==> config.mk <==
export PLATFORM = sky130hd
export DESIGN_NAME = sd_rx_block_packer_flat
export DESIGN_NICKNAME = d
export VERILOG_FILES = /design/src/rtl/sd_pkg.sv /design/src/rtl/sd_rx_block_packer_if.sv /design/src/rtl/sd_crc16_byte.sv /design/src/rtl/sd_rx_block_packer.sv /design/src/flat_wrapper.sv
export SDC_FILE = /design/constraint.sdc
export NUM_CORES = 1
export LEC_CHECK = 0
export ABC_AREA = 1
export CELL_PAD_IN_SITES_DETAIL_PLACEMENT = 1
export CELL_PAD_IN_SITES_GLOBAL_PLACEMENT = 1
export CORE_UTILIZATION = 42
export CTS_BUF_LIST = sky130_fd_sc_hd__clkbuf_2
export DETAILED_ROUTE_END_ITERATION = 12
export PLACE_DENSITY = 0.89
export SLEW_MARGIN = 20
export SYNTH_ARGS = -nofsm -noshare
export SYNTH_HDL_FRONTEND = slang
export SYNTH_HIERARCHICAL = 1
export SYNTH_SLANG_ARGS = --single-unit
==> constraint.sdc <==
create_clock -name clk -period 10.1 [get_ports clk]
set_input_delay 2.02 -clock clk [delete_from_list [all_inputs] [get_ports clk]]
set_output_delay 2.02 -clock clk [all_outputs]
set_load 0.05 [all_outputs]
==> src/rtl/sd_pkg.sv <==
// Shared types and constants for the SD receive block packer: FSM states,
// status word layout and the CRC16-CCITT polynomial.
package sd_pkg;

  typedef enum logic [2:0] {
    ST_IDLE,
    ST_FILL,
    ST_FLUSH,
    ST_STATUS,
    ST_DONE
  } pack_state_e;

  localparam int STAT_BYTES_LSB = 32;
  localparam int STAT_CRC_LSB   = 16;
  localparam int STAT_WORDS_LSB = 0;

  localparam logic [15:0] CRC16_POLY = 16'h1021;

  function automatic logic [63:0] status_word(input logic [15:0] bytes,
                                              input logic [15:0] crc,
                                              input logic [9:0]  words);
    logic [63:0] w;
    w = '0;
    w[STAT_BYTES_LSB +: 16] = bytes;
    w[STAT_CRC_LSB   +: 16] = crc;
    w[STAT_WORDS_LSB +: 10] = words;
    return w;
  endfunction

endpackage

==> src/rtl/sd_rx_block_packer_if.sv <==
// Byte-stream input and RAM port A write bus of the SD receive block packer.
// master = packer side, slave = receiver/RAM side.
interface sd_rx_block_packer_if #(
  parameter int ADDR_W = 7
);
  logic [7:0]        rx_byte;
  logic              rx_valid;
  logic              rx_ready;
  logic [ADDR_W-1:0] ram_addr;
  logic [63:0]       ram_data;
  logic              ram_wr;

  modport master (input rx_byte, rx_valid, output rx_ready, ram_addr, ram_data, ram_wr);
  modport slave  (output rx_byte, rx_valid, input rx_ready, ram_addr, ram_data, ram_wr);
endinterface

==> src/rtl/sd_crc16_byte.sv <==
// Combinational CRC16-CCITT update for one byte, MSB first.
module sd_crc16_byte
  import sd_pkg::*;
(
  input  logic [15:0] crc_i,
  input  logic [7:0]  data_i,
  output logic [15:0] crc_o
);
  logic [15:0] c;

  always_comb begin
    c = crc_i ^ {data_i, 8'h00};
    for (int i = 0; i < 8; i++) begin
      c = c[15] ? ((c << 1) ^ CRC16_POLY) : (c << 1);
    end
    crc_o = c;
  end
endmodule

==> src/rtl/sd_rx_block_packer.sv <==
// Packs the SD DAT byte stream MSB-first into 64-bit RAM words, then writes a
// status word and pulses done. Define SD_PACK_CRC_EN to include the CRC16 field.
module sd_rx_block_packer
  import sd_pkg::*;
#(
  parameter int ADDR_W      = 7,
  parameter int BASE_ADDR   = 0,
  parameter int STATUS_ADDR = 65,
  parameter int MAX_BYTES   = 512
) (
  input  logic                   clk,
  input  logic                   reset,
  input  logic                   start,
  input  logic [9:0]             blk_len,
  input  logic                   abort,
  sd_rx_block_packer_if.master   bus,
  output logic                   busy,
  output logic                   done
);
  pack_state_e       state_q, state_d;
  logic [9:0]        len_q, len_d;
  logic [9:0]        byte_cnt_q, byte_cnt_d;
  logic [6:0]        word_cnt_q, word_cnt_d;
  logic [63:0]       shift_q, shift_d;
  logic              rx_ready_q, rx_ready_d;
  logic [ADDR_W-1:0] ram_addr_q, ram_addr_d;
  logic [63:0]       ram_data_q, ram_data_d;
  logic              ram_wr_q, ram_wr_d;
  logic              busy_q, busy_d;
  logic              done_q, done_d;
  logic [15:0]       crc_val;

  logic [2:0]        lane;
  logic [63:0]       shift_ins;
  logic              xfer, last_byte;

  assign lane      = byte_cnt_q[2:0];
  assign shift_ins = shift_q | ({56'h0, bus.rx_byte} << {3'd7 - lane, 3'b000});
  assign xfer      = rx_ready_q & bus.rx_valid;
  assign last_byte = (byte_cnt_q + 10'd1) == len_q;

`ifdef SD_PACK_CRC_EN
  logic [15:0] crc_q, crc_d, crc_upd;

  sd_crc16_byte u_crc (
    .crc_i  (crc_q),
    .data_i (bus.rx_byte),
    .crc_o  (crc_upd)
  );

  assign crc_val = crc_q;

  always_ff @(posedge clk or posedge reset) begin
    if (reset) crc_q <= 16'h0;
    else       crc_q <= crc_d;
  end

  always_comb begin
    crc_d = crc_q;
    if (state_q == ST_IDLE && start)       crc_d = 16'h0;
    else if (state_q == ST_FILL && xfer)   crc_d = crc_upd;
  end
`else
  assign crc_val = 16'h0;
`endif

  always_comb begin
    state_d    = state_q;
    len_d      = len_q;
    byte_cnt_d = byte_cnt_q;
    word_cnt_d = word_cnt_q;
    shift_d    = shift_q;
    rx_ready_d = rx_ready_q;
    ram_addr_d = ram_addr_q;
    ram_data_d = ram_data_q;
    ram_wr_d   = 1'b0;
    busy_d     = busy_q;
    done_d     = 1'b0;

    case (state_q)
      ST_IDLE: begin
        if (start) begin
          len_d      = (blk_len == 10'd0) ? 10'(MAX_BYTES) : blk_len;
          byte_cnt_d = '0;
          word_cnt_d = '0;
          shift_d    = '0;
          rx_ready_d = 1'b1;
          busy_d     = 1'b1;
          state_d    = ST_FILL;
        end
      end
      ST_FILL: begin
        if (xfer) begin
          byte_cnt_d = byte_cnt_q + 10'd1;
          // A full word or the block's final partial word is written straight away.
          if (lane == 3'd7 || last_byte) begin
            ram_wr_d   = 1'b1;
            ram_addr_d = ADDR_W'(BASE_ADDR) + ADDR_W'(word_cnt_q);
            ram_data_d = shift_ins;
            word_cnt_d = word_cnt_q + 7'd1;
            shift_d    = '0;
          end else begin
            shift_d    = shift_ins;
          end
          if (last_byte) begin
            rx_ready_d = 1'b0;
            state_d    = ST_FLUSH;
          end
        end
      end
      ST_FLUSH: begin
        ram_wr_d   = 1'b1;
        ram_addr_d = ADDR_W'(STATUS_ADDR);
        ram_data_d = status_word({6'h0, byte_cnt_q}, crc_val, {3'h0, word_cnt_q});
        state_d    = ST_STATUS;
      end
      ST_STATUS: begin
        done_d  = 1'b1;
        state_d = ST_DONE;
      end
      ST_DONE: begin
        busy_d  = 1'b0;
        state_d = ST_IDLE;
      end
      default: state_d = ST_IDLE;
    endcase

    // Abort wins over any transfer or pending write decided this cycle.
    if (abort && state_q != ST_IDLE) begin
      state_d    = ST_IDLE;
      rx_ready_d = 1'b0;
      ram_wr_d   = 1'b0;
      busy_d     = 1'b0;
      done_d     = 1'b0;
    end
  end

  always_ff @(posedge clk or posedge reset) begin
    if (reset) begin
      state_q    <= ST_IDLE;
      len_q      <= '0;
      byte_cnt_q <= '0;
      word_cnt_q <= '0;
      shift_q    <= '0;
      rx_ready_q <= 1'b0;
      ram_addr_q <= '0;
      ram_data_q <= '0;
      ram_wr_q   <= 1'b0;
      busy_q     <= 1'b0;
      done_q     <= 1'b0;
    end else begin
      state_q    <= state_d;
      len_q      <= len_d;
      byte_cnt_q <= byte_cnt_d;
      word_cnt_q <= word_cnt_d;
      shift_q    <= shift_d;
      rx_ready_q <= rx_ready_d;
      ram_addr_q <= ram_addr_d;
      ram_data_q <= ram_data_d;
      ram_wr_q   <= ram_wr_d;
      busy_q     <= busy_d;
      done_q     <= done_d;
    end
  end

  assign bus.rx_ready = rx_ready_q;
  assign bus.ram_addr = ram_addr_q;
  assign bus.ram_data = ram_data_q;
  assign bus.ram_wr   = ram_wr_q;
  assign busy         = busy_q;
  assign done         = done_q;
endmodule

==> src/flat_wrapper.sv <==
// flat-port wrapper written by rule: the top's interface ports become plain ports
module sd_rx_block_packer_flat import sd_pkg::*;
#(
  parameter int ADDR_W      = 7,
  parameter int BASE_ADDR   = 0,
  parameter int STATUS_ADDR = 65,
  parameter int MAX_BYTES   = 512
)
  (clk, reset, start, blk_len, abort, busy, done, bus_rx_byte, bus_rx_valid, bus_rx_ready, bus_ram_addr, bus_ram_data, bus_ram_wr);
  sd_rx_block_packer_if #(.ADDR_W(ADDR_W)) bus_i ();
  input  logic clk;
  input  logic reset;
  input  logic start;
  input  logic [9:0] blk_len;
  input  logic abort;
  output logic busy;
  output logic done;
  input wire logic [$bits(bus_i.rx_byte)-1:0] bus_rx_byte;
  input wire logic [$bits(bus_i.rx_valid)-1:0] bus_rx_valid;
  output wire logic [$bits(bus_i.rx_ready)-1:0] bus_rx_ready;
  output wire logic [$bits(bus_i.ram_addr)-1:0] bus_ram_addr;
  output wire logic [$bits(bus_i.ram_data)-1:0] bus_ram_data;
  output wire logic [$bits(bus_i.ram_wr)-1:0] bus_ram_wr;
  assign bus_i.rx_byte = bus_rx_byte;
  assign bus_i.rx_valid = bus_rx_valid;
  assign bus_rx_ready = bus_i.rx_ready;
  assign bus_ram_addr = bus_i.ram_addr;
  assign bus_ram_data = bus_i.ram_data;
  assign bus_ram_wr = bus_i.ram_wr;
  sd_rx_block_packer #(.ADDR_W(ADDR_W), .BASE_ADDR(BASE_ADDR), .STATUS_ADDR(STATUS_ADDR), .MAX_BYTES(MAX_BYTES)) u_core (.clk(clk), .reset(reset), .start(start), .blk_len(blk_len), .abort(abort), .bus(bus_i), .busy(busy), .done(done));
endmodule
==> reports/results.txt <==
vias in the first global route -> 7094
gpl congestion -> 0.864
prevailing post-synth register cell -> dfrtp_1
slowest CP cell -> nand2_1
Post-Syn Area -> 0.00787 mm²
first-pass GRT wire length -> 36.8 mm
Rel. slew slack -> 0.314
status -> complete, no violations
crit path launch type -> input pin
die width -> 139 µm
worst hold path class -> flop to flop
post-synthesis sequential area ratio -> 0.538
TritonCTS clock tree -> built
worst path arrival time -> 5050 ps
post-layout util -> 0.507
maximum vdd drop -> 137 µV
WS Path Type -> input pin to flop
design area -> 0.00920 mm²
Clk Tree Root Cell -> clkbuf_2
CP endpoint kind -> flop
layout cells sized above 1 -> 0.0442
Rows -> 49
RSZ-0062 raised after global routing -> no
Nets -> 1101
WL final -> 22.2 mm
Pwr Density -> 256 mW/mm²
Hold Buf Count CTS -> 0
CP Max Fanout -> 44
DR WL/cell -> 16.9 µm
Post-DP HPWL -> 15.3 mm
grt ovf -> 0
# DRC -> 0
Syn Inst Count -> 1006
PortBufs -> 97
final hold violation count -> 0
First-pass DRT Iterations -> 8
clock sink total -> 169
Top cell by count, worst path -> nand2_1
Post-synth EDFFs -> 0
Tot GR Track Use -> 0.240
total of max-cap violations -> 0
antenna violations before repair -> 1
Clock Path Buffers -> 2
post_cts resized -> 0
setup TNS -> 0 ps
commonest cells after routing, fill and taps aside -> 383 x nand2_1, 169 x dfrtp_1, 97 x clkdlybuf4s50_1
vias per inst -> 5.39
Final period util -> 0.439
Largest stage delay, worst path -> 740 ps
DR iter-0 viols -> 533
area grow syn2layout -> 17.0%
clk_lat worst skew -> 770 ps
final setup fails -> 0
FMAX -> 225 MHz
yosys synthesis warning count -> 6
I/O Pins -> 98
most common cell after layout, fill and taps aside -> nand2_1
Final Max Tran Viols -> 0
unique cell type count in the Yosys netlist -> 35
critical path's top delay family -> simple AND/OR/NAND/NOR gates
Slew @ Worst Pin -> 1030 ps
CTS Buf Count -> 17
Post CTS Setup Buffer Count -> 0
crit-path cells -> clkdlybuf4s50_1 -> nand2_1 -> nor2_4 -> inv_1 -> nand2_1 -> inv_2 -> nand2_1 -> a21oi_1
async set-reset flop share out of synthesis -> 1.00
Fin Clk Skew -> 38.0 ps
core area -> 0.0181 mm²
P_leak -> 0.00457 µW
syn avg cell area -> 7.82 µm²
largest net degree at the start of global routing -> 100
Die H -> 139 µm
Final min period -> 4440 ps
Syn Nets -> 1032
#FFs+latches synth -> 169
Initial Util -> 0.433
CP Data Required Time -> 10710 ps
WP buf/inv -> 3
H-tree level count -> 4
DR vias -> 7087
overall power -> 2360 µW
post-placement cell area -> 0.00891 mm²
post-route antenna net violation count -> 0
area of the die -> 0.0193 mm²
clk slew on worst S/H paths -> 220 ps
## registers in the layout (all words and copies together) (netlist names)
register,count
u_core/bus.rx_ready,1
u_core/len_q,10
u_core/done,1
u_core/state_q,3
u_core/bus.ram_data,64
u_core/busy,1
u_core/bus.ram_wr,1
u_core/shift_q,64
u_core/word_cnt_q,7
u_core/bus.ram_addr,7
u_core/byte_cnt_q,10
## Yosys cell counts, types with 5 or more instances
| master | number | area [µm²] |
|---|---|---|
| a21oi_1 | 80 | 400 |
| a31oi_1 | 8 | 50.1 |
| buf_2 | 13 | 65.1 |
| buf_4 | 10 | 75.1 |
| clkbuf_1 | 25 | 93.8 |
| dfrtp_1 | 169 | 4230 |
| inv_1 | 73 | 274 |
| inv_2 | 5 | 18.8 |
| nand2_1 | 383 | 1440 |
| nand3_1 | 66 | 330 |
| nor2_1 | 54 | 203 |
| nor3_1 | 23 | 115 |
| o21ai_0 | 57 | 285 |
| o21ai_1 | 6 | 30.0 |
| o22ai_1 | 5 | 31.3 |
## worst min-delay path: stages, from the launching register on
cell and delay, ps:
dfrtp_1 390, nand2_1 60, nand2_1 50
## where the power goes
group / switching [µW] / internal (µW) / leakage (µW)
Combinational: 760 / 278 / 0.00209
Sequential: 95.2 / 800 / 0.00231
Clock: 239 / 184 / 0.000169
Total: 1090 / 1260 / 0.00457
## kinds of logic after synthesis
group / synth area share
AO/OA/AOI/OAI: 0.103
XOR/XNOR: 0.00223
adder cells (fa/ha/maj): 0.00477
buffers and inverters: 0.0697
flip-flops: 0.538
multiplexers: 0.00143
AND/OR/NAND/NOR: 0.281
## final timing paths
path | endpoint | cells past startpoint | slack (ps) | from
hold / removal | u_core/bus.ram_data[41] | 2 | 500 | u_core/bus.ram_data[41]
hold reg to reg | u_core/bus.ram_data[41] | 2 | 500 | u_core/bus.ram_data[41]
min in group asynchronous | u_core/bus.ram_data[27] | 2 | 1800 | reset
max in group asynchronous | u_core/bus.ram_data[17] | 3 | 6820 | reset
setup / recovery | u_core/shift_q[62] | 8 | 5660 | bus_rx_valid
setup reg to reg | u_core/bus.ram_data[4] | 14 | 6210 | u_core/byte_cnt_q[1]
## metrics by stage
stage,hold slack (ps),instances,setup slack [ps]
6_report,502,1316,5660
5_1_grt,535,1316,5500
4_1_cts,514,1315,5790
3_5_place_dp,460,1285,4930
3_3_place_gp,453,1285,5010
2_1_floorplan,460,1006,3500
## metal layers
layer	global-route usage	wire, µm	vias up
met5	0	0	-
met4	0.0889	423	0
met3	0.0387	882	31
met2	0.392	10700	186
met1	0.324	10200	3513
li1	-	-	3357
## cell type report
cell class,count,area [µm²]
repair buffers,101,1000
diodes,1,2.50
flip-flops and latches,169,4230
clock buffers,17,85.1
clock inverters,13,203
well taps,229,287
inverters,80,308
fillers,2257,8940
multi-input cells,706,3090
(Power assumes the default switching activity.)
